==> src/rtl/pc_stack.sv <==
// pc_stack: hardware return-address stack for a program counter.
// The storage is a DEPTH-entry ring addressed by a top-of-stack pointer.
// Push, pop and replace (push+pop) are supported, and dout is registered.
// Sticky overflow/underflow flags are cleared by clear_err; an error event
// in the same cycle wins over the clear.
// Optional macro PC_STACK_WRAP_EN: when it is defined, a push on a full stack
// overwrites the oldest entry. When it is undefined, that push is dropped.
// Overflow is flagged in both cases.
module pc_stack #(
  parameter int WIDTH = 12,
  parameter int DEPTH = 8
) (
  input  logic                     clk,
  input  logic                     rst,
  input  logic                     push,
  input  logic                     pop,
  input  logic [WIDTH-1:0]         din,
  input  logic                     clear_err,
  output logic [WIDTH-1:0]         dout,
  output logic [$clog2(DEPTH):0]   count,
  output logic                     empty,
  output logic                     full,
  output logic                     overflow,
  output logic                     underflow
);

  localparam int AW = $clog2(DEPTH);
  localparam logic [AW:0] FULL_CNT = (AW+1)'(DEPTH);
  localparam logic [AW:0] ONE_CNT  = (AW+1)'(1);

  logic [WIDTH-1:0] r_mem [DEPTH];
  logic [AW-1:0]    r_top;
  logic [AW:0]      r_count;
  logic [WIDTH-1:0] r_dout;
  logic             r_ovf;
  logic             r_unf;

  logic             w_empty;
  logic             w_full;
  logic             w_do_replace;
  logic             w_do_push;
  logic             w_do_pop;
  logic             w_ovf_evt;
  logic             w_unf_evt;
  logic [AW-1:0]    w_top_inc;
  logic [AW-1:0]    w_top_dec;
  logic [AW-1:0]    w_wr_idx;

  // Decode the requested operation from the current occupancy.
  always_comb begin
    w_empty      = (r_count == '0);
    w_full       = (r_count == FULL_CNT);
    w_top_inc    = r_top + 1'b1;
    w_top_dec    = r_top - 1'b1;
    w_do_replace = push & pop & ~w_empty;
    // A push that is not a replace; on an empty stack a concurrent pop is ignored.
`ifdef PC_STACK_WRAP_EN
    // The ring pointer advances onto the oldest slot when full, overwriting it.
    w_do_push    = push & ~w_do_replace;
`else
    w_do_push    = push & ~w_do_replace & ~w_full;
`endif
    w_do_pop     = pop & ~push & ~w_empty;
    w_ovf_evt    = push & ~w_do_replace & w_full;
    w_unf_evt    = pop & w_empty;
    w_wr_idx     = w_do_push ? w_top_inc : r_top;
  end

  // Entry storage; contents deliberately survive reset and become unreachable.
  always_ff @(posedge clk) begin
    if (!rst && (w_do_push || w_do_replace))
      r_mem[w_wr_idx] <= din;
  end

  // Pointer, count, registered top-of-stack and sticky error flags.
  always_ff @(posedge clk) begin
    if (rst) begin
      r_top   <= '1;
      r_count <= '0;
      r_dout  <= '0;
      r_ovf   <= 1'b0;
      r_unf   <= 1'b0;
    end else begin
      if (w_do_push) begin
        r_top  <= w_top_inc;
        r_dout <= din;
        if (!w_full)
          r_count <= r_count + 1'b1;
      end else if (w_do_replace) begin
        r_dout <= din;
      end else if (w_do_pop) begin
        r_top   <= w_top_dec;
        r_count <= r_count - 1'b1;
        r_dout  <= (r_count == ONE_CNT) ? '0 : r_mem[w_top_dec];
      end
      r_ovf <= (r_ovf & ~clear_err) | w_ovf_evt;
      r_unf <= (r_unf & ~clear_err) | w_unf_evt;
    end
  end

  // Status outputs derive only from registered state.
  always_comb begin
    dout      = r_dout;
    count     = r_count;
    empty     = (r_count == '0);
    full      = (r_count == FULL_CNT);
    overflow  = r_ovf;
    underflow = r_unf;
  end

endmodule
==> config.mk <==
export PLATFORM = sky130hd
export DESIGN_NAME = pc_stack
export DESIGN_NICKNAME = d
export VERILOG_FILES = /design/src/rtl/pc_stack.sv
export SDC_FILE = /design/constraint.sdc
export NUM_CORES = 1
export LEC_CHECK = 0
export CAP_MARGIN = 10
export CORE_ASPECT_RATIO = 1.2
export CORE_MARGIN = 2
export CORE_UTILIZATION = 58
export DETAILED_ROUTE_END_ITERATION = 10
export GPL_ROUTABILITY_DRIVEN = 0
export HOLD_SLACK_MARGIN = 0.12
export PLACE_DENSITY = 0.76
export SETUP_SLACK_MARGIN = 0.05
export SLEW_MARGIN = 15
export SYNTH_ARGS = -nofsm -noshare
export SYNTH_HDL_FRONTEND = slang
export SYNTH_SLANG_ARGS = --single-unit
==> constraint.sdc <==
create_clock -name clk -period 3.1 [get_ports clk]
set_input_delay 0.31 -clock clk [delete_from_list [all_inputs] [get_ports clk]]
set_output_delay 0.31 -clock clk [all_outputs]
set_load 0.01 [all_outputs]
Yosys cells after proc, flatten, opt, wreduce, memory -nomap -nowiden
Memories as Yosys holds them, arrays and structs flattened.
Index checks and enable logic that the tools add are counted.
{"block": "totals", "mem_count": 1, "ff_bits": 21, "wordCells": 53, "in_bits": 17, "ram_bits": 96, "out_inout_bits": 20}
{"memory": "r_mem", "depth": 8, "word_bits": 12, "read_ports": 1, "rd_clocked_by_memory_dff": 0, "write_ports": 1, "line_no": "31", "text": "logic [WIDTH-1:0] r_mem [DEPTH];"}
{"block": "classes", "eq_ne": 4, "n_mux": 14, "add_sub_neg": 4, "bitwise_logic": 17, "reduce_logical": 8}
{"operator": "$mux 12", "count": 4}
{"operator": "$mux 4", "count": 4}
{"operator": "$mux 3", "count": 4}
{"operator": "$and 1x1->1", "count": 10}
{"operator": "$not 1->1", "count": 5}
{"operator": "$add 4x1->4 const B", "count": 1}
{"operator": "$eq 4x1->1 const B", "count": 1}
{"operator": "$eq 4x4->1 const B", "count": 1}
{"operator": "$logic_not 4->1", "count": 1}
{"operator": "$sub 4x1->4 const B", "count": 1}
{"operator": "$add 3x1->3 const B", "count": 1}
{"operator": "$reduce_and 3->1", "count": 1}
{"operator": "$reduce_bool 3->1", "count": 1}
{"operator": "$sub 3x1->3 const B", "count": 1}
{"operator": "$mux 1", "count": 2}
{"operator": "$ne 2x1->1 const B", "count": 1}
{"operator": "$ne 2x2->1 const B", "count": 1}
{"operator": "$or 1x1->1", "count": 2}
{"operator": "$reduce_and 2->1", "count": 1}
{"operator": "$reduce_bool 2->1", "count": 1}
{"operator": "$logic_and 1x1->1", "count": 1}
{"operator": "$logic_not 1->1", "count": 1}
{"operator": "$logic_or 1x1->1", "count": 1}

Depth between registers and ports, before layout
Gate-level depths: netlist (run 1).
{"block": "logic_depth", "word_depth": 10, "depth_mapped": 10, "mapped_depth_nobuf": 8}

Worst setup path after synthesis (run 1)
OpenSTA, ideal clock, no wires.
{"block": "synth_path", "path_type": "reg2reg", "startpoint": "register r_count[0] (netlist: count[0])", "endpoint": "memory r_mem[0][0], enable pin", "setup_time_ps": 385, "period_less_slack_ps": 2714, "required_ps": 2715, "n_path_buf": 0, "setup_slack_ps": 386, "arrival_ps": 2330, "path_stages_with_launch": 9, "path_cell_list": "dfxtp_1 inv_1 ha_1 nor2b_1 o211a_2 inv_2 ha_1 nand2b_1 a21oi_1"}
{"block": "synth_between", "elab_chain_len": 10, "elab_cells_between_ends": 13, "cone_classes": "eq/ne (1); mux (3); bitwise (6); reduce/logical (3)"}
{"element": "start, declared", "line_no": "33", "text": "logic [AW:0] r_count;"}
{"element": "start signal, assigned", "line_no": "88", "text": "r_count <= r_count + 1'b1;"}
{"element": "start signal, assigned", "line_no": "93", "text": "r_count <= r_count - 1'b1;"}
{"element": "$logic_not 4->1", "line_no": "51", "text": "w_empty = (r_count == '0);"}
{"element": "$not 1->1", "line_no": "55", "text": "w_do_replace = push & pop & ~w_empty;"}
{"element": "$and 1x1->1", "line_no": "55"}
{"element": "$not 1->1", "line_no": "61", "text": "w_do_push = push & ~w_do_replace & ~w_full;"}
{"element": "$and 1x1->1 (2 in series)", "line_no": "61"}
{"element": "$logic_or 1x1->1", "line_no": "71", "text": "if (!rst && (w_do_push || w_do_replace))"}
{"element": "$logic_and 1x1->1", "line_no": "71"}
{"element": "$mux 1", "line_no": "71"}
{"element": "$mux 1 (implied by the code)", "line_no": "72", "text": "r_mem[w_wr_idx] <= din;"}
{"element": "end, declared", "line_no": "31"}
Several ways; a longest one is shown, not always the timed one.

Final worst setup path (run 1)
{"block": "layout_path", "startpoint": "register r_count[0] (netlist: count[0])", "endpoint": "memory r_mem[0][11], enable pin"}
Same word-level chain as after synthesis.

==> impl_metrics.toml, run 1 <==
[die]
fp.dieW_um = 87.5
io_pins = 37
dieArea_um2 = 9110
row_count = 36
initial_core_util = 0.598
core-area_um2 = 8110
die_y_um = 104

[run]
maxCapViolCount = 0

[sta]
fmax_ghz = 0.375
period_minus_slack_ns = 2.66
slew_headroom = 0.319
worst_slew_pin_slew_ns = 1.01
finalSetupViolCount = 0
whs_ns = 0.493
hold_violations = 0
drv_slew = 0
fin_tns_setup_ns = 0
fin_crit_sh = 0.859
rsz0062_at_grt = "no"
skew_ns = 0.00694

[worst_setup_path]
cpMaxStageDelayCell = "dfxtp_1"
crit_family = "compound AO/OA/AOI/OAI gates"
end_kind = "flop"
critPathArrivalTime_ns = 2.87
timing.rr.start = "count[0]$_SDFFE_PP0P_"
crit_type = "reg2reg"
crit_start = "count[0]$_SDFFE_PP0P_"
critPathLaunchType = "flop"
path_max_fanout = 17
path_cells = "inv_1 -> ha_1 -> nand3b_1 -> o211a_2 -> inv_2 -> ha_1 -> nand2b_1 -> a21oi_1 -> buf_4"
cp.required_ns = 3.31
crit_top_cell = "ha_1"
crit_buf_inv = 3
cp_slowest_stage_delay_ns = 0.46

[min_path]
min-delay-start = "clear_err"
hp-class = "in2reg"

[power_and_ir_drop]
finalPower_mw = 5.09
p_comb_frac = 0.207
switching_power_mw = 1.29
p_sw_frac = 0.254
power.density_nw_per_um2 = 848
power.internal_mw = 3.80
p_seq_frac = 0.376
p_leak_nw = 2.16
clkPwrFrac = 0.418
peakVddDrop_uv = 585

[drt]
ant_nets = 0
vias = 2799
wirelength_um = 10300
route.detailed.drc = 0
routedWlPerCell_um = 22.6
initialDrtViolationCount = 216
drt-vias-per-instance = 6.17
first_pass_iters = 5

[clocking]
clock_latency_ns = 0.52
root_buffer = "clkbuf_8"
numCtsBuffers = 17
hold_buffers = 0
cts.sinks = 117
clk_path_buf_depth = 2
cts_resized = 0
htree_levels = 4
postCtsSetupBuffers = 0
path_clk_slew_ns = 0.06
cts_tree = "yes"

[outcome]
status = "finished clean"

[finish]
final_cell_mix = "edfxtp_1 (96), clkdlybuf4s50_1 (36), inv_1 (25)"
syn_to_final_growth_pct = 23.8
nets = 370
antenna_cells = 0
final_common_cell = "edfxtp_1"
drive_above_1_share = 0.203

[grt]
grt_pass1_wl_um = 16100
grt_overflow = 0
grt_max_degree = 27
grt_pass1_vias = 2860
grt_use_total = 0.250
antenna_found_initial = 0

[yosys]
yosysSeqAreaShare = 0.681
synthCells = 291
synthFlopType = "edfxtp_1"
synthesis.area_um2 = 4850
ys_warn_count = 0
synth-edff-count = 96
async_reset_ff_frac = 0
synth-seq-cells = 117
syn_nets = 315
syn_avg_cell_area_um2 = 16.7
synth_cell_types = 43

[placed_design]
dp_hpwl_um = 6390
io_buffer_count = 36
==> power by group through the flow <==
stage / Combinational (mW) / Sequential [mW] / Clock (mW)
after floorplan: 0.710 / 1.93 / 0
after global placement: 1.04 / 1.93 / 0
after detailed placement: 1.05 / 1.94 / 0
after CTS: 1.06 / 1.91 / 2.15
after global routing: 1.14 / 1.93 / 2.22
final: 1.05 / 1.91 / 2.13
==> final cells by class <==
cell class                      count  area [um2]
Clock buffer                       17         414
Clock inverter                     15         234
Fill cell                         491        2100
Inverter                           33         124
Multi-Input combinational cell    125        1320
Sequential cell                   117        3300
Tap cell                           95         119
Timing Repair Buffer               52         493
==> Yosys cell counts (2+ instances only) <==
cell type / count / area share
a221o_1: 12 / 0.025
nand3_1: 3 / 0.0031
o211ai_1: 4 / 0.0062
mux4_2: 21 / 0.098
a211o_1: 3 / 0.0054
mux4_1: 3 / 0.016
mux2_1: 2 / 0.0046
or3_1: 2 / 0.0026
mux2i_1: 4 / 0.0083
inv_1: 25 / 0.019
a21oi_1: 11 / 0.011
inv_2: 3 / 0.0023
nor2b_1: 8 / 0.010
ha_1: 7 / 0.018
nor3_1: 4 / 0.0041
o22ai_1: 12 / 0.015
buf_6: 2 / 0.0046
a22oi_1: 3 / 0.0046
buf_2: 10 / 0.010
nor2_1: 8 / 0.0062
clkbuf_1: 3 / 0.0023
edfxtp_1: 96 / 0.59
clkinv_1: 5 / 0.0039
dfxtp_1: 21 / 0.087
==> layer usage <==
layer,global-route usage,wire length [um],vias up
met1,0.317,3960,1412
met5,0,0,-
li1,-,-,1259
met3,0.0651,594,19
met4,0.126,278,0
met2,0.396,5440,109
==> worst min-delay path: cells and delay by family <==
family,cells,cell delay [ns]
AO/OA/AOI/OAI,1,0.05
AND/OR/NAND/NOR,2,0.19
buffers and inverters,1,0.42
==> cells by family after synthesis <==
logic type / count (synthesis) / share of synthesized area
compound gates: 53 / 0.0834
buf+inv: 49 / 0.0470
xor+xnor: 2 / 0.00361
simple gates: 33 / 0.0400
mux: 30 / 0.127
flops: 117 / 0.681
fa+ha+maj: 7 / 0.0181
==> worst paths after layout <==
check / to / slack [ns] / cells after the start
worst max-delay path: r_mem[0][11]$_DFFE_PP_ / 0.44 / 9
worst min-delay path: underflow$_SDFF_PP0_ / 0.49 / 4
worst min register to register: dout[1]$_SDFFE_PP0P_ / 0.50 / 1
worst max register to register: r_mem[0][11]$_DFFE_PP_ / 0.44 / 9
==> registers in the layout, summed over array words and instances (netlist names) <==
signal,count
count,4
dout,12
overflow,1
r_mem,96
r_top,3
underflow,1
==> metrics by stage <==
stage                util  cells  setup slack [ns]  cell area (um2)
CTS                 0.741    454             0.444             6000
floorplan               -    291             0.386             4850
finish              0.741    454             0.437             6000
detailed placement  0.661    422             0.476             5360
global placement    0.661    422             0.507             5360
global route        0.741    454             0.229             6000
Power figures use the tool's default switching activity.
==> run 2: changes to the inputs <==
- clock period: 3.1 -> 2.8 ns (I/O delays scaled with it)
==> impl_metrics.toml, run 2 (synthesis gave the netlist of run 1 again) <==
[clocking]
cts.sinks = 117
postCtsSetupBuffers = 0
root_buffer = "clkbuf_8"
cts_resized = 0
path_clk_slew_ns = 0.06
clock_latency_ns = 0.51
cts_tree = "yes"
clk_path_buf_depth = 2
htree_levels = 4
hold_buffers = 0
numCtsBuffers = 17

[finish]
multi_input_area_um2 = 1320
regArea_um2 = 3300
drive_above_1_share = 0.218
largest_reg_flops = 96
antenna_cells = 0
top_register = "r_mem"
utilization = 0.735
syn_to_final_growth_pct = 22.9
fill_cells = 491
nets = 374
final_cell_mix = "edfxtp_1 (96), clkdlybuf4s50_1 (36), inv_1 (25)"
final_common_cell = "edfxtp_1"

[grt]
grt_use_total = 0.242
grt_pass1_wl_um = 15600
grt_max_degree = 27
grt_overflow = 0
grt_pass1_vias = 2962
antenna_found_initial = 0

[sta]
drv_slew = 0
finalSetupViolCount = 0
hold_violations = 0
skew_ns = 0.0121
worst_slew_pin_slew_ns = 1.03
fmax_ghz = 0.389
slew_headroom = 0.302
whs_ns = 0.477
period_minus_slack_ns = 2.57
fin_tns_setup_ns = 0
fin_crit_sh = 0.918
rsz0062_at_grt = "no"

[die]
core-area_um2 = 8110
die_y_um = 104
row_count = 36
io_pins = 37
dieArea_um2 = 9110
fp.dieW_um = 87.5
initial_core_util = 0.598

[power_and_ir_drop]
p_seq_frac = 0.399
peakVddDrop_uv = 616
switching_power_mw = 1.39
power.density_nw_per_um2 = 890
power.internal_mw = 3.91
p_sw_frac = 0.262
p_leak_nw = 2.15
finalPower_mw = 5.30
clkPwrFrac = 0.383
p_comb_frac = 0.217

[drt]
initialDrtViolationCount = 205
routedWlPerCell_um = 21.9
first_pass_iters = 5
drt-vias-per-instance = 6.15
wirelength_um = 10000
vias = 2818
ant_nets = 0
route.detailed.drc = 0

[worst_setup_path]
critPathLaunchType = "flop"
crit_type = "reg2reg"
cp.required_ns = 3.00
path_max_fanout = 12
r2r_slack_ns = 0.23
critPathArrivalTime_ns = 2.77
end_kind = "flop"
r2r_end = "r_mem[2][5]$_DFFE_PP_"
r2r.worst_path.cells = 9
timing.rr.start = "count[0]$_SDFFE_PP0P_"

[min_path]
min_to = "underflow$_SDFF_PP0_"
min-delay-start = "clear_err"
min_path_cells = 4
hp-class = "in2reg"

[run]
maxCapViolCount = 0

[placed_design]
io_buffer_count = 36
dp_hpwl_um = 6050

[outcome]
status = "finished clean"
-- run 2: cell types whose count changed in the layout (fill, tap and decap cells not counted), sizes merged --
cell	before	now
clkbuf	17	24
bufinv	6	1
buf	16	20
clkinv	11	10
clkinvlp	2	1
-- run 2: worst max-delay path, stage by stage, from the launching register on --
cell and delay [ns]:
dfxtp_1 0.46, inv_1 0.08, ha_1 0.26, nor2b_1 0.16
o211a_2 0.34, inv_2 0.12, ha_1 0.23, nand2b_1 0.18
a21oi_1 0.17, buf_4 0.25
-- run 2: power by group through the flow --
stage                     Sequential (mW)  Clock [mW]  Combinational (mW)
after floorplan                      2.14           0               0.787
after global placement               2.14           0                1.13
after detailed placement             2.15           0                1.16
after CTS                            2.12        2.05                1.17
after global routing                 2.13        2.12                1.25
final                                2.12        2.03                1.15
-- run 2: how the worst max path moves through the flow --
| stage | cells after the start | startpoint | slack, ns | to |
|---|---|---|---|---|
| floorplan | 8 | count[0]$_SDFFE_PP0P_ | 0.09 | r_mem[0][0]$_DFFE_PP_ |
| global placement | 9 | count[0]$_SDFFE_PP0P_ | 0.35 | r_mem[4][10]$_DFFE_PP_ |
| detailed placement | 9 | count[0]$_SDFFE_PP0P_ | 0.29 | r_mem[4][1]$_DFFE_PP_ |
| CTS | 9 | count[0]$_SDFFE_PP0P_ | 0.23 | r_mem[2][5]$_DFFE_PP_ |
| global route | 9 | count[0]$_SDFFE_PP0P_ | 0.08 | r_mem[4][0]$_DFFE_PP_ |
| finish | 9 | count[0]$_SDFFE_PP0P_ | 0.23 | r_mem[2][5]$_DFFE_PP_ |
-- run 2: per-layer routing --
layer	wire [um]	part of all wire	vias to the layer above	GRT usage
li1	-	-	1269	-
met1	4000	0.40	1425	0.311
met2	5260	0.53	107	0.380
met3	535	0.053	17	0.0722
met4	214	0.021	0	0.109
met5	0	0	-	0
-- run 2: cell type report --
type	instances	area share
Clock buffer	24	0.0842
Clock inverter	8	0.0115
Inverter	33	0.0208
Multi-Input combinational cell	125	0.221
Sequential cell	117	0.554
Tap cell	95	0.0199
Timing Repair Buffer	56	0.0878
-- run 2: metrics by stage --
step	worst slack, ns	cells	cell area (um2)
after floorplan	0.0856	291	4850
after global placement	0.353	426	5390
after detailed placement	0.287	426	5390
after CTS	0.233	458	5960
after global routing	0.0812	458	5960
final	0.230	458	5960
==> run 3: changes to the inputs <==
- CORE_MARGIN: 2 -> 4
- GPL_TIMING_DRIVEN: default -> 0
==> impl_metrics.toml, run 3 (synthesis gave the netlist of run 1 again) <==
[die]
die_y_um = 108
io_pins = 37
core-area_um2 = 8150
row_count = 36
fp.dieW_um = 91.5
initial_core_util = 0.595
dieArea_um2 = 9890

[worst_setup_path]
critPathLaunchType = "flop"
path_depth = 9
cpMaxStageDelayCell = "dfxtp_1"
cp_slowest_stage_delay_ns = 0.35
crit_top_cell = "ha_1"
cp.required_ns = 3.02
critPathArrivalTime_ns = 2.87
timing.rr.start = "count[1]$_SDFFE_PP0P_"
r2r_end = "r_mem[0][3]$_DFFE_PP_"
path_cells = "inv_1 -> ha_1 -> nor2b_1 -> o211a_4 -> inv_2 -> ha_1 -> nand2b_2 -> a21oi_4 -> buf_4"
r2r.worst_path.cells = 9
crit_family = "adder cells"
end_kind = "flop"
r2r_slack_ns = 0.16
crit_type = "reg2reg"
crit_buf_inv = 3
path_max_fanout = 8

[clocking]
hold_buffers = 0
cts_tree = "yes"
root_buffer = "clkbuf_8"
numCtsBuffers = 17
clk_path_buf_depth = 2
cts.sinks = 117
clock_latency_ns = 0.52
path_clk_slew_ns = 0.06
htree_levels = 4

[power_and_ir_drop]
p_seq_frac = 0.376
p_comb_frac = 0.240
switching_power_mw = 1.49
clkPwrFrac = 0.384
peakVddDrop_uv = 581
power.density_nw_per_um2 = 895
p_sw_frac = 0.266
power.internal_mw = 4.10
p_leak_nw = 2.24
finalPower_mw = 5.59

[sta]
skew_ns = 0.00813
setup_slack_ns = 0.156
finalSetupViolCount = 0
worst_slew_pin_slew_ns = 0.699
drv_slew = 0
whs_ns = 0.459
period_minus_slack_ns = 2.64
rsz0062_at_grt = "no"
fin_tns_setup_ns = 0
fmax_ghz = 0.378
hold_violations = 0
slew_headroom = 0.534
fin_crit_sh = 0.944

[drt]
ant_nets = 0
route.detailed.drc = 0
wirelength_um = 11300
first_pass_iters = 5
drt-vias-per-instance = 6.23
routedWlPerCell_um = 23.0
vias = 3065
initialDrtViolationCount = 418

[min_path]
min_to = "underflow$_SDFF_PP0_"
min_path_cells = 4
hp-class = "in2reg"
min-delay-start = "clear_err"

[outcome]
status = "finished clean"

[grt]
grt_use_total = 0.240
grt_max_degree = 17
grt_pass1_vias = 3104
grt_pass1_wl_um = 17100
antenna_found_initial = 0
grt_overflow = 0

[finish]
drive_above_1_share = 0.257
antenna_cells = 0
stdcell_area_um2 = 6240
final_cell_mix = "edfxtp_1 (96), clkdlybuf4s50_1 (36), inv_1 (25)"
nets = 389
final_common_cell = "edfxtp_1"
syn_to_final_growth_pct = 28.7
top_register = "r_mem"
fill_cells = 475
largest_reg_flops = 96

[placed_design]
dpl-instance-area_um2 = 5490
dp_hpwl_um = 6640
pre_cts_slack_ns = -0.121
io_buffer_count = 36

[run]
maxCapViolCount = 0
## run 3: changes by cell type in the layout (fill, tap and decap cells not counted), moves of 2 or more
| cell | delta |
|---|---|
| clkbuf_8 | -4 |
| a21oi_1 | -8 |
| buf_4 | -6 |
| buf_2 | +7 |
| buf_8 | +4 |
| buf_6 | +5 |
| a21oi_4 | +7 |
| bufinv_16 | +3 |
| clkbuf_1 | +4 |
| clkinv_1 | +2 |
## run 3: layer usage
layer | track usage | up-vias | part of all wire
met1 | 0.306 | 1525 | 0.40
li1 | - | 1301 | -
met2 | 0.377 | 195 | 0.49
met5 | 0 | - | 0
met4 | 0.123 | 0 | 0.034
met3 | 0.0717 | 44 | 0.074
## run 3: repair_timing
action | 4_1_cts | 5_1_grt
buffers inserted | 7 | 4
endpoints found under the setup margin | 71 | 104
resized for setup | 10 | 6
pin swaps | 5 | 4
endpoints found under the hold margin | 0 | 0
## run 3: area by class of cell
type                            count  area, um2  share of cell area
Buffer                             16        120              0.0192
Inverter                           33        124              0.0198
Clock buffer                       20        425              0.0682
Clock inverter                     12        160              0.0257
Sequential cell                   117       3300               0.529
Multi-Input combinational cell    125       1420               0.227
Timing Repair Buffer               55        548              0.0878
Tap cell                          114        143              0.0229
## run 3: worst register-to-register path: stages, from the launching register on
cell,delay (ns)
dfxtp_1,0.35
inv_1,0.11
ha_1,0.26
nor2b_1,0.26
o211a_4,0.25
inv_2,0.09
ha_1,0.30
nand2b_2,0.30
a21oi_4,0.24
buf_4,0.20
## run 3: how the worst max path moves through the flow
| stage | start | end |
|---|---|---|
| 6_report | count[1]$_SDFFE_PP0P_ | r_mem[0][3]$_DFFE_PP_ |
| 5_1_grt | count[1]$_SDFFE_PP0P_ | r_mem[2][11]$_DFFE_PP_ |
| 4_1_cts | r_top[0]$_SDFFE_PP1P_ | dout[9]$_SDFFE_PP0P_ |
| 3_5_place_dp | pop | r_mem[5][9]$_DFFE_PP_ |
| 3_3_place_gp | pop | r_mem[5][6]$_DFFE_PP_ |
| 2_1_floorplan | count[0]$_SDFFE_PP0P_ | r_mem[0][0]$_DFFE_PP_ |
## run 3: power groups by stage
stage	registers, mW	logic [mW]	clock network (mW)
2_1_floorplan	2.14	0.787	0
3_3_place_gp	2.12	1.14	0
3_5_place_dp	2.13	1.21	0
4_1_cts	2.10	1.28	2.15
5_1_grt	2.11	1.44	2.26
6_report	2.10	1.34	2.15
## run 3: metrics by stage
stage	instances	utilization
final	492	0.766
after global routing	492	0.766
after CTS	488	0.759
after detailed placement	449	0.673
after global placement	441	0.656
after floorplan	291	-
